==> config.mk <==
export PLATFORM = sky130hd
export DESIGN_NAME = coin_key_filter_flat
export DESIGN_NICKNAME = d
export VERILOG_FILES = /design/src/rtl/coin_key_filter_pkg.sv /design/src/rtl/coin_key_filter_if.sv /design/src/rtl/key_filter.sv /design/src/rtl/coin_key_filter.sv /design/src/flat_wrapper.sv
export SDC_FILE = /design/constraint.sdc
export NUM_CORES = 1
export LEC_CHECK = 0
export ABC_AREA = 1
export BUFFER_PORTS_ARGS = -buffer_cell sky130_fd_sc_hd__buf_2
export CELL_PAD_IN_SITES_DETAIL_PLACEMENT = 1
export CELL_PAD_IN_SITES_GLOBAL_PLACEMENT = 2
export CORE_MARGIN = 2
export CORE_UTILIZATION = 34
export DETAILED_ROUTE_END_ITERATION = 6
export PLACE_DENSITY = 0.73
export SYNTH_ARGS = -nofsm -noshare
export SYNTH_HDL_FRONTEND = slang
export SYNTH_SLANG_ARGS = --single-unit
==> constraint.sdc <==
create_clock -name sys_clk -period 1.8 [get_ports sys_clk]
set_input_delay 0.18 -clock sys_clk [delete_from_list [all_inputs] [get_ports sys_clk]]
set_output_delay 0.18 -clock sys_clk [all_outputs]
set_load 0.03 [all_outputs]
==> src/rtl/coin_key_filter_pkg.sv <==
// Shared definitions for the coin key debounce filters: state encoding and default
// stability window.
package coin_key_filter_pkg;

    // 20 ms at 50 MHz.
    localparam int unsigned CNT_MAX_DEFAULT = 999_999;

    typedef enum logic [1:0] {
        IDLE       = 2'd0,
        PRESS_FILT = 2'd1,
        HELD       = 2'd2,
        REL_FILT   = 2'd3
    } filt_state_t;

    // True once a level has been stable for cnt_max clocks; the entry clock of a filter
    // state counts as the first stable clock, so the counter lags the window by one.
    function automatic logic window_done(input int unsigned cnt, input int unsigned cnt_max);
        return (cnt + 32'd2) >= cnt_max;
    endfunction

endpackage

==> src/rtl/coin_key_filter_if.sv <==
// Raw coin switches in, accepted-coin pulses out.
interface coin_key_filter_if;

    logic key_half;
    logic key_one;
    logic po_money_half;
    logic po_money_one;

    // master: coin mechanism plus vending FSM side; slave: the filter block.
    modport master (
        output key_half,
        output key_one,
        input  po_money_half,
        input  po_money_one
    );

    modport slave (
        input  key_half,
        input  key_one,
        output po_money_half,
        output po_money_one
    );

endinterface

==> src/rtl/key_filter.sv <==
// One debounced coin switch: two-flop synchronizer, press/release filter FSM and a
// one-clock accept strobe on every accepted press. CNT_MAX is expected to be >= 2.
module key_filter
    import coin_key_filter_pkg::*;
#(
    parameter int unsigned CNT_MAX = CNT_MAX_DEFAULT
) (
    input  logic sys_clk,
    input  logic sys_rst_n,
    input  logic key,
    output logic accept
);

    localparam int unsigned CNT_W = $clog2(CNT_MAX + 1);

    logic             key_meta;
    logic             key_sync;
    filt_state_t      state;
    logic [CNT_W-1:0] cnt;
    logic [CNT_W-1:0] cnt_inc;
    logic             stable_done;

    // Synchronizer resets to the released level so reset never looks like a press.
    always_ff @(posedge sys_clk or negedge sys_rst_n) begin
        if (!sys_rst_n) begin
            key_meta <= 1'b1;
            key_sync <= 1'b1;
        end else begin
            key_meta <= key;
            key_sync <= key_meta;
        end
    end

    always_comb begin
        cnt_inc     = (32'(cnt) == CNT_MAX) ? cnt : cnt + 1'b1;
        stable_done = window_done(32'(cnt), CNT_MAX);
    end

    always_ff @(posedge sys_clk or negedge sys_rst_n) begin
        if (!sys_rst_n) begin
            state  <= IDLE;
            cnt    <= '0;
            accept <= 1'b0;
        end else begin
            accept <= 1'b0;
            case (state)
                IDLE: begin
                    if (!key_sync) begin
                        state <= PRESS_FILT;
                        cnt   <= '0;
                    end
                end
                PRESS_FILT: begin
                    if (key_sync) begin
                        state <= IDLE;
                        cnt   <= '0;
                    end else if (stable_done) begin
                        state  <= HELD;
                        cnt    <= '0;
                        accept <= 1'b1;
                    end else begin
                        cnt <= cnt_inc;
                    end
                end
                HELD: begin
                    if (key_sync) begin
                        state <= REL_FILT;
                        cnt   <= '0;
                    end
                end
                REL_FILT: begin
                    if (!key_sync) begin
                        state <= HELD;
                        cnt   <= '0;
                    end else if (stable_done) begin
                        state <= IDLE;
                        cnt   <= '0;
                    end else begin
                        cnt <= cnt_inc;
                    end
                end
                default: begin
                    state <= IDLE;
                    cnt   <= '0;
                end
            endcase
        end
    end

endmodule

==> src/rtl/coin_key_filter.sv <==
// Two debounced coin switches merged into mutually exclusive registered coin pulses;
// colliding accepts are serialised through one-entry pending flags, oldest first.
module coin_key_filter
    import coin_key_filter_pkg::*;
#(
    parameter int unsigned CNT_MAX = CNT_MAX_DEFAULT
) (
    input  logic                     sys_clk,
    input  logic                     sys_rst_n,
    coin_key_filter_if.slave         coin_bus
);

    logic acc_half;
    logic acc_one;
    logic pend_half;
    logic pend_one;
    logic half_q;
    logic one_q;

    key_filter #(
        .CNT_MAX (CNT_MAX)
    ) u_filt_half (
        .sys_clk   (sys_clk),
        .sys_rst_n (sys_rst_n),
        .key       (coin_bus.key_half),
        .accept    (acc_half)
    );

    key_filter #(
        .CNT_MAX (CNT_MAX)
    ) u_filt_one (
        .sys_clk   (sys_clk),
        .sys_rst_n (sys_rst_n),
        .key       (coin_bus.key_one),
        .accept    (acc_one)
    );

    // Pending strobes go out before fresh ones; among fresh strobes one-unit wins.
    always_ff @(posedge sys_clk or negedge sys_rst_n) begin
        if (!sys_rst_n) begin
            half_q    <= 1'b0;
            one_q     <= 1'b0;
            pend_half <= 1'b0;
            pend_one  <= 1'b0;
        end else if (pend_half) begin
            half_q    <= 1'b1;
            one_q     <= 1'b0;
            pend_half <= acc_half;
            pend_one  <= pend_one | acc_one;
        end else if (pend_one) begin
            half_q    <= 1'b0;
            one_q     <= 1'b1;
            pend_half <= acc_half;
            pend_one  <= acc_one;
        end else if (acc_one) begin
            half_q    <= 1'b0;
            one_q     <= 1'b1;
            pend_half <= acc_half;
            pend_one  <= 1'b0;
        end else begin
            half_q    <= acc_half;
            one_q     <= 1'b0;
            pend_half <= 1'b0;
            pend_one  <= 1'b0;
        end
    end

    assign coin_bus.po_money_half = half_q;
    assign coin_bus.po_money_one  = one_q;

endmodule

==> src/flat_wrapper.sv <==
// flat-port wrapper written by rule: the top's interface ports become plain ports
module coin_key_filter_flat import coin_key_filter_pkg::*;
#(
    parameter int unsigned CNT_MAX = CNT_MAX_DEFAULT
)
  (sys_clk, sys_rst_n, coin_bus_key_half, coin_bus_key_one, coin_bus_po_money_half, coin_bus_po_money_one);
  coin_key_filter_if coin_bus_i ();
  input  logic sys_clk;
  input  logic sys_rst_n;
  input wire logic [$bits(coin_bus_i.key_half)-1:0] coin_bus_key_half;
  input wire logic [$bits(coin_bus_i.key_one)-1:0] coin_bus_key_one;
  output wire logic [$bits(coin_bus_i.po_money_half)-1:0] coin_bus_po_money_half;
  output wire logic [$bits(coin_bus_i.po_money_one)-1:0] coin_bus_po_money_one;
  assign coin_bus_i.key_half = coin_bus_key_half;
  assign coin_bus_i.key_one = coin_bus_key_one;
  assign coin_bus_po_money_half = coin_bus_i.po_money_half;
  assign coin_bus_po_money_one = coin_bus_i.po_money_one;
  coin_key_filter #(.CNT_MAX(CNT_MAX)) u_core (.sys_clk(sys_clk), .sys_rst_n(sys_rst_n), .coin_bus(coin_bus_i));
endmodule
# After elaboration in Yosys (flattened, before gate mapping)
# Cells that the tools add are included.
word_totals:
  out_inout_bits: 2
  in_bits: 4
  word_cells: 88
  register_bits: 54
op_classes:
  eq_ne: 16
  add_sub_neg: 4
  magnitude_cmp: 2
  n_mux: 45
  reduce_logical: 6
  bitwise_logic: 1
ops:
  columns: ["operator", "count"]
  rows:
  - ["20-bit 2-to-1 mux", 12]
  - ["20-bit one-hot mux with 4 select lines", 2]
  - ["20-bit by 2-bit adder with 21-bit output, second input constant", 2]
  - ["21-bit by 20-bit greater-or-equal comparator with 1-bit output, second input constant", 2]
  - ["20-bit by 1-bit adder with 20-bit output, second input constant", 2]
  - ["20-bit == test, second input constant", 2]
  - ["2-bit 2-to-1 mux", 12]
  - ["1-bit 2-to-1 mux", 17]
  - ["2-bit one-hot mux with 4 select lines", 2]
  - ["3-bit inequality test, second input constant", 4]
  - ["2-bit == test, second input constant", 4]
  - ["2-bit inequality test, second input constant", 4]
  - ["4-bit AND reduction", 2]
  - ["2-bit by 1-bit == test with 1-bit output, second input constant", 2]
  - ["2-bit zero test", 2]
  - ["2-bit AND reduction", 2]
  - ["1-bit bitwise OR", 1]

# Depth between registers and ports, before layout
# Gate-level depths: netlist of the first run.
depth:
  word_depth: 5
  ltp_mapped: 17
  mapped_depth_nobuf: 17

# Hierarchy
# From an unflattened synthesis of the first run, not the netlist that was laid out.
hier_totals:
  hier_cells: 613
  area_unflattened_um2: 4413.0
modules_own_cells:
  columns: ["module", "area_each_um2", "seq_area_each_um2", "cells_per_inst", "n_inst"]
  rows:
  - ["key_filter", 2133.3, 628.1, 299, 2]
  - ["coin_key_filter", 146.4, 100.1, 15, 1]

# Worst setup path before layout of the first run
# Ideal clock, no wire load.
synth_timing:
  path_type: "reg2reg"
  start: "register u_core.u_filt_half.cnt[2]"
  end: "register u_core.u_filt_half.cnt[10]"
  synth_period_minus_slack_ns: 1.996
  required_time_ns: 1.658
  stages_incl_launch_ff: 16
  path_buffers: 1
  setup_slack_ns: -0.196
  arrival_ns: 1.854
  setup_time_ns: 0.142
  cell_sequence: "dfrtp_1 > ha_1 > nand3_4 > nor2_4 > nand2_2 > nor2_1 > nand2_1 > nand2_1 > nand2_2 > nor2_4 > nand2_2 > inv_2 > nand2_4 > nand3_4 > buf_8 > o22ai_2"
synth_via:
  elab_chain_len: 5
  elab_cells_between_ends: 9
  cone_classes: "2 x add/sub; 1 x order compare; 1 x eq/ne; 5 x mux"
synth_lines:
  columns: ["element", "line", "text"]
  rows:
  - ["from (decl)", "key_filter.sv:19", "logic [CNT_W-1:0] cnt;"]
  - ["from (signal assigned)", "key_filter.sv:62", "cnt <= cnt_inc;"]
  - ["from (signal assigned)", "key_filter.sv:79", "cnt <= cnt_inc;"]
  - ["20-bit by 2-bit adder with 21-bit output, or another cell as far along", "coin_key_filter_pkg.sv:18", "return (cnt + 32'd2) >= cnt_max;"]
  - ["21-bit by 20-bit greater-or-equal comparator with 1-bit output / 20-bit 2-to-1 mux (equally long branches)", "coin_key_filter_pkg.sv:18, key_filter.sv:35", null]
  - ["20-bit 2-to-1 mux (*)", "key_filter.sv:57, key_filter.sv:75", null]
  - ["20-bit 2-to-1 mux, on equally long branches", "key_filter.sv:72, key_filter.sv:54", null]
  - ["20-bit one-hot mux with 4 select lines (*)", "key_filter.sv:46", "case (state)"]
# Mark *: on every way between the ends. The rest lies on a longest branch, timed or not.
# A chain may end at the register's enable or synchronous reset.

# Worst setup path in the final report of the first run
layout_timing:
  start: "register u_core.u_filt_half.cnt[2]"
  end: "register u_core.u_filt_half.cnt[17]"
# Same word-level chain as after synthesis.

==> results of run 1 <==
layout by cell type, fill, tap and decap left out, types with 3 or more instances in the layout:
cell and n:
nand2_2 32, nand4_1 23, a21oi_1 12, o21ai_1 5, nand3_4 4, clkbuf_16 5, dlygate4sd3_1 3, nand2_1 124
ha_1 6, o22ai_2 18, buf_4 150, nor2_1 47, o21ai_2 6, a21oi_2 5, o22ai_1 12, buf_12 5
xor2_1 26, nor4_1 3, dfstp_2 4, nor2_4 15, nand3_2 15, buf_2 6, inv_1 73, nand2_4 5
nand3_1 32, nor3_1 12, dfrtp_1 48, inv_2 4, nor2_2 15, o21ai_0 14, buf_6 6
Yosys cell counts (all sizes together):
master  instances  area, sq um
nand2         161          652
inv            78          293
nor2           77          394
nand3          51          300
dfrtp          50         1250
o22ai          30          269
xor2           26          228
o21ai          25          129
nand4          23          144
a21oi          18          101
nor3           13         70.1
buf            10         83.8
ha              8          100
clkbuf          4         15.0
dfstp           4          105
nor4            3         18.8
mux2            2         22.5
o211ai          2         15.0
xnor2           2         17.5
a22oi           1         7.51
and3            1         6.26
clkinv          1         3.75
nand3b          1         7.51
o21a            1         7.51
sequential cells by signal (all words and copies together), names as in the netlist, named ones only:
signal	cells
u_core.u_filt_half.cnt	20
u_core.u_filt_one.cnt	20
u_core.coin_bus.po_money_half	1
u_core.coin_bus.po_money_one	1
u_core.pend_half	1
u_core.pend_one	1
u_core.u_filt_half.accept	1
u_core.u_filt_half.key_meta	1
u_core.u_filt_half.key_sync	1
u_core.u_filt_half.state	1
u_core.u_filt_one.accept	1
u_core.u_filt_one.key_meta	1
u_core.u_filt_one.key_sync	1
u_core.u_filt_one.state	1
cell type report:
cell class,instances,area [sq um]
clock buffer,6,139
clock inverter,2,60.1
fill,1545,5910
inverter,79,300
multi-input combinational,445,2780
sequential,54,1360
tap,168,210
timing repair buffer,170,1350
worst reg2reg max path: cells and delay by family, from the launching register on:
family,cells,cell delay (ns)
adders and majority gates,1,0.18
and+or+nand+nor,8,0.93
AOI/OAI and AO/OA,2,0.24
buffers and inverters,3,0.36
DFF,1,0.43
kinds of logic after synthesis:
group           count (synthesis)
compound gates                 77
xor+xnor                       28
fa+ha+maj                       8
buf+inv                        93
flops                          54
mux                             2
simple gates                  330
report_power, final:
group	switching [W]	leakage [nW]	internal (W)	total, W
combinational	0.00102	1.96	0.000658	0.00168
sequential	0.000100	0.728	0.00131	0.00141
clock	0.000515	0.0971	0.000838	0.00135
path summary, 6_finish.rpt:
check,end,slack (ns),cells after the start
setup / recovery,u_core.u_filt_half.cnt[17],-0.48,14
hold / removal,u_core.u_filt_half.key_sync,0.36,0
setup reg to reg,u_core.u_filt_half.cnt[17],-0.48,14
hold reg to reg,u_core.u_filt_half.key_sync,0.36,0
max in group asynchronous,u_core.u_filt_half.key_meta,1.13,3
min in group asynchronous,async pin,0.38,3
per-layer routing:
metal	vias up	share of wire (%)	wire, um	GRT usage [%]
met1	2261	50	7760	33.9
met4	0	1.4	223	6.35
met3	18	3.1	477	3.45
li1	2262	-	-	-
met5	-	0	0	0
met2	63	45	7070	38.1
timing repair:
item / CTS / global route
hold buffers: 3 / 0
setup buffers: 12 / 11
hold endpoints to repair: 52 / 0
resized for setup: 35 / 42
endpoints found under the setup margin: 46 / 46
cloned: 2 / 0
pin swaps: 18 / 38
stage by stage:
stage               hold WS, ns  util (%)
global placement          0.185      45.5
floorplan                -0.116         -
CTS                       0.362      49.3
detailed placement        0.186      45.5
global route              0.367      51.2
finish                    0.361      51.2
==> metrics, run 1 <==
Synth Area in XOR/XNOR=5.78%; Worst Setup SP=u_core.u_filt_half.cnt[2]; Synth Area in Compound Gates=12.5%; # setup viols final=46; post-synthesis simple-gate area fraction=37.6%; Post-Layout Cell Count=924; total gr overflow=0; first-pass GRT wire length=24.6 mm; Post-layout nets=767; FF-to-FF Start=u_core.u_filt_half.cnt[2]; Clock Pin Slew Worst Setup and Hold Paths=0.08 ns; Buf+Inv Stages, Crit Path=3; Yosys reg bits=54; Detail Route Antenna Nets=0; critical path arrival=2.47 ns; max_slew headroom=75.0%; Adder-Cell Fraction of Synth Area=2.36%; Max-cap violations=0; WS Path Type=reg -> reg; CP max FO=7; pin count of the biggest net entering global routing=39; Setup Skew=0.00549 ns; unrepaired setup endpoints after global routing=yes; Tmin final=2.28 ns; placed instance area=5510 sq um; Fin Setup TNS=-19.00 ns; DRC=0; Cell Pwr Density=717 nW/um^2; crit path launch type=flip-flop; H-tree depth=2; Unique masters post-synth=39; Final WS setup=-0.477 ns; Vias=4604; Worst EP required=1.99 ns; Area Growth Syn to Fin=46.1%; drt first-iter violations=208; Skew-Pair Late Insertion Delay=0.31 ns; CP Capture Type=flip-flop; worst path cell trace=ha_4 > inv_2 > nor2_4 > buf_6 > nand4_1 > nand2_1 > nand2_1 > a21oi_2 > nand2_2 > nand2_2 > nor2_4 > nand3_4 > buf_12 > o22ai_2; Hold Crit Class=reg -> reg; syn nets=604; slowest stage delay, CP=0.43 ns; status=finished with violations; Mapped Area=4240 sq um; num rows=40; Yosys warning count=0; gpl congestion=0.868; static leakage=2.79 nW; share of layout cells above drive strength 1=40.7%; Slew @ Worst Pin=0.372 ns; failing checks=negative setup slack; post-synthesis sequential area ratio=32.0%; core area=12100 sq um; # placed instances=890; clk root buf=clkbuf_16; multiplexer area fraction after synthesis=0.531%; Final Slew Violations=0; CTS tree=done; Synth Instances=592; final instance area=6200 sq um; First-pass DRT Iterations=4; cts bufs inserted=5; PortBufs=5; Worst VDD drop=450 uV; Overall Global Routing Usage=23.8%; Boundary Pins=6; Vert. Die Dim=116 um; largest family of logic cells by synthesized area=simple AND/OR/NAND/NOR gates; CP top delay family=simple AND/OR/NAND/NOR gates; Starting Density=35.0%; Sink Count=54; Slowest-stage cell, CP=dfrtp_2; ant diodes=0; Post-DP HPWL=11.7 mm; fin crit share=126%; hold_sp=u_core.u_filt_half.key_meta; fmax=0.439 GHz; CTS max path bufs=2; vias in the first global route=4840; drt via density=4.98; total power=0.00444 W; WL/cell=16.8 um; Die ar.=13400 sq um; final hold viol count=0; pre-CTS WS=-0.457 ns; die outline width=116 um; initial antenna violation count=0; Post-Route WL=15.5 mm; Avg Cell Area, Syn=7.16 sq um
Power figures use the tool's default switching activity.
==> run 2, diff against run 1 <==
--- a/config.mk
+++ b/config.mk
@@ -11,6 +11,7 @@
 export CELL_PAD_IN_SITES_GLOBAL_PLACEMENT = 2
 export CORE_MARGIN = 2
 export CORE_UTILIZATION = 34
+export CTS_BUF_LIST = sky130_fd_sc_hd__clkbuf_16
 export DETAILED_ROUTE_END_ITERATION = 6
 export PLACE_DENSITY = 0.73
 export SYNTH_ARGS = -nofsm -noshare
==> constraint.sdc (replaced) <==
create_clock -name sys_clk -period 2 [get_ports sys_clk]
set_input_delay 0.2 -clock sys_clk [delete_from_list [all_inputs] [get_ports sys_clk]]
set_output_delay 0.2 -clock sys_clk [all_outputs]
set_load 0.03 [all_outputs]
==> run 2 against run 1 <==
The run still ends with negative setup slack left. Non-clock buffer count decreased by 24. Register-to-register slack better by 0.17 ns. Routed wire length down 1.4%. Power is 9.7% lower. Critical endpoint is now u_core.u_filt_one.state[0]. Largest power group unchanged. Highest routed layer unchanged.
==> metrics, run 2 (same netlist as run 1, synthesis figures left out) <==
status=finished with violations; failing checks=negative setup slack; # placed instances=872; Worst EP required=2.23 ns; CP most frequent cell=nor2_1; Boundary Pins=6; Hold Crit Class=reg -> reg; Skew-Pair Late Insertion Delay=0.31 ns; Vert. Die Dim=116 um; slowest stage delay, CP=0.38 ns; num rows=40; Final Slew Violations=0; fillers=1519; static leakage=2.64 nW; Overall Global Routing Usage=24.4%; gpl congestion=0.878; Final WS setup=-0.302 ns; CP max FO=6; Detail Route Antenna Nets=0; cts bufs inserted=5; final hold viol count=0; Clock Pin Slew Worst Setup and Hold Paths=0.08 ns; Slew @ Worst Pin=0.411 ns; final core area utilization=49.9%; Buf+Inv Stages, Crit Path=4; ant diodes=0; Sink Count=54; Sequential cell area=1360 sq um; top flop regs=u_core.u_filt_half.cnt x20, u_core.u_filt_one.cnt x20; core area=12100 sq um; CP Capture Type=flip-flop; PortBufs=5; most frequent cells in the layout=nand2_1, buf_4, inv_1, dfrtp_1, nor2_1; share of layout cells above drive strength 1=38.7%; H-tree depth=2; initial antenna violation count=0; CP top delay family=simple AND/OR/NAND/NOR gates; Post-Layout Cell Count=901; footprint of the multi-input gates=2790 sq um; fmax=0.434 GHz; WL/cell=17.0 um; DRC=0; Area Growth Syn to Fin=42.6%; Cell Pwr Density=663 nW/um^2; vias in the first global route=4845; commonest non-fill, non-tap cell in the layout=nand2_1; Post-layout nets=744; clk root buf=clkbuf_16; worst path cell trace=buf_6 > clkinvlp_4 > nor2_4 > inv_1 > nor2_1 > xor2_1 > nand2_1 > nor2_1 > nand2_2 > nand3b_1 > nand3_4 > buf_16 > a21oi_4; Starting Density=35.0%; Die ar.=13400 sq um; Max-cap violations=0; total power=0.00401 W; First-pass DRT Iterations=5; drt first-iter violations=186; Tmin final=2.30 ns; first-pass GRT wire length=24.9 mm; Post-Route WL=15.3 mm; Vias=4545; CTS tree=done; # setup viols final=46; max_slew headroom=72.6%; crit path launch type=flip-flop; die outline width=116 um; CTS max path bufs=2; Setup Skew=0.00551 ns; total gr overflow=0; Slowest-stage cell, CP=dfrtp_1; fin crit share=115%; critical path arrival=2.54 ns; WS Path Type=reg -> reg; Post-DP HPWL=11.5 mm; pre-CTS WS=-0.313 ns; unrepaired setup endpoints after global routing=yes; drt via density=5.04; Worst VDD drop=515 uV; pin count of the biggest net entering global routing=55
[run 2: cell types whose count changed in the layout (fill, tap and decap cells not counted), moves of 3 or more]
cell,change
buf_4,-27
nand3_1,+8
nand3_2,-7
o22ai_1,-7
o22ai_2,+7
o21ai_1,+4
o21ai_2,-4
buf_6,+3
nor2_1,-3
[run 2: path summary, 6_finish.rpt]
| check | start | end | slack (ns) | depth (start not counted) |
|---|---|---|---|---|
| worst max-delay path | u_core.u_filt_one.cnt[1] | u_core.u_filt_one.state[0] | -0.30 | 13 |
| worst min-delay path | u_core.u_filt_half.key_meta | u_core.u_filt_half.key_sync | 0.36 | 0 |
| worst max register to register | u_core.u_filt_one.cnt[1] | u_core.u_filt_one.state[0] | -0.30 | 13 |
| worst min register to register | u_core.u_filt_half.key_meta | u_core.u_filt_half.key_sync | 0.36 | 0 |
| max in group asynchronous | sys_rst_n | u_core.u_filt_half.key_meta | 1.25 | 3 |
| min in group asynchronous | sys_rst_n | u_core.u_filt_one.cnt[13] | 0.42 | 3 |
[run 2: routing by layer]
metal / vias up / wire length (um) / GRT usage [%]
met4: 0 / 233 / 5.79
met1: 2254 / 7690 / 34.5
met3: 18 / 431 / 3.35
met5: - / 0 / 0
li1: 2220 / - / -
met2: 53 / 6960 / 39.5
[run 2: repair_timing]
action,CTS,global route
pin swaps,32,8
buffers inserted,11,5
resized for setup,62,23
gates cloned,2,0
hold endpoints to repair,52,0
hold buffers,3,0
setup endpoints to repair,46,46
[run 2: cell type report]
cell class / count / share of cell area, %
Multi-Input combinational cell: 446 / 46.0
Sequential cell: 54 / 22.5
Timing Repair Buffer: 146 / 19.9
Inverter: 79 / 4.98
Tap cell: 168 / 3.47
Clock buffer: 5 / 2.07
Clock inverter: 3 / 1.05
[run 2: where the power goes]
part / switching (W) / internal [W] / total, W
logic: 0.000948 / 0.000655 / 0.00160
clock network: 0.000436 / 0.000715 / 0.00115
registers: 0.0000803 / 0.00118 / 0.00126
total: 0.00146 / 0.00255 / 0.00401
[run 2: worst reg2reg max path, stage by stage (launching register included)]
cell and delay (ns):
dfrtp_1 0.38, buf_6 0.12, clkinvlp_4 0.16, nor2_4 0.16, inv_1 0.07, nor2_1 0.13, xor2_1 0.22, nand2_1 0.10
nor2_1 0.13, nand2_2 0.08, nand3b_1 0.16, nand3_4 0.18, buf_16 0.21, a21oi_4 0.13
[run 2: through the flow]
step | cell area [sq um] | hold slack, ns | setup TNS [ns]
final | 6050 | 0.360 | -10.20
after global routing | 6050 | 0.361 | -16.44
after CTS | 5940 | 0.360 | -8.53
after detailed placement | 5340 | 0.230 | -10.63
after global placement | 5340 | 0.229 | -8.24
after floorplan | 4240 | -0.0956 | 0
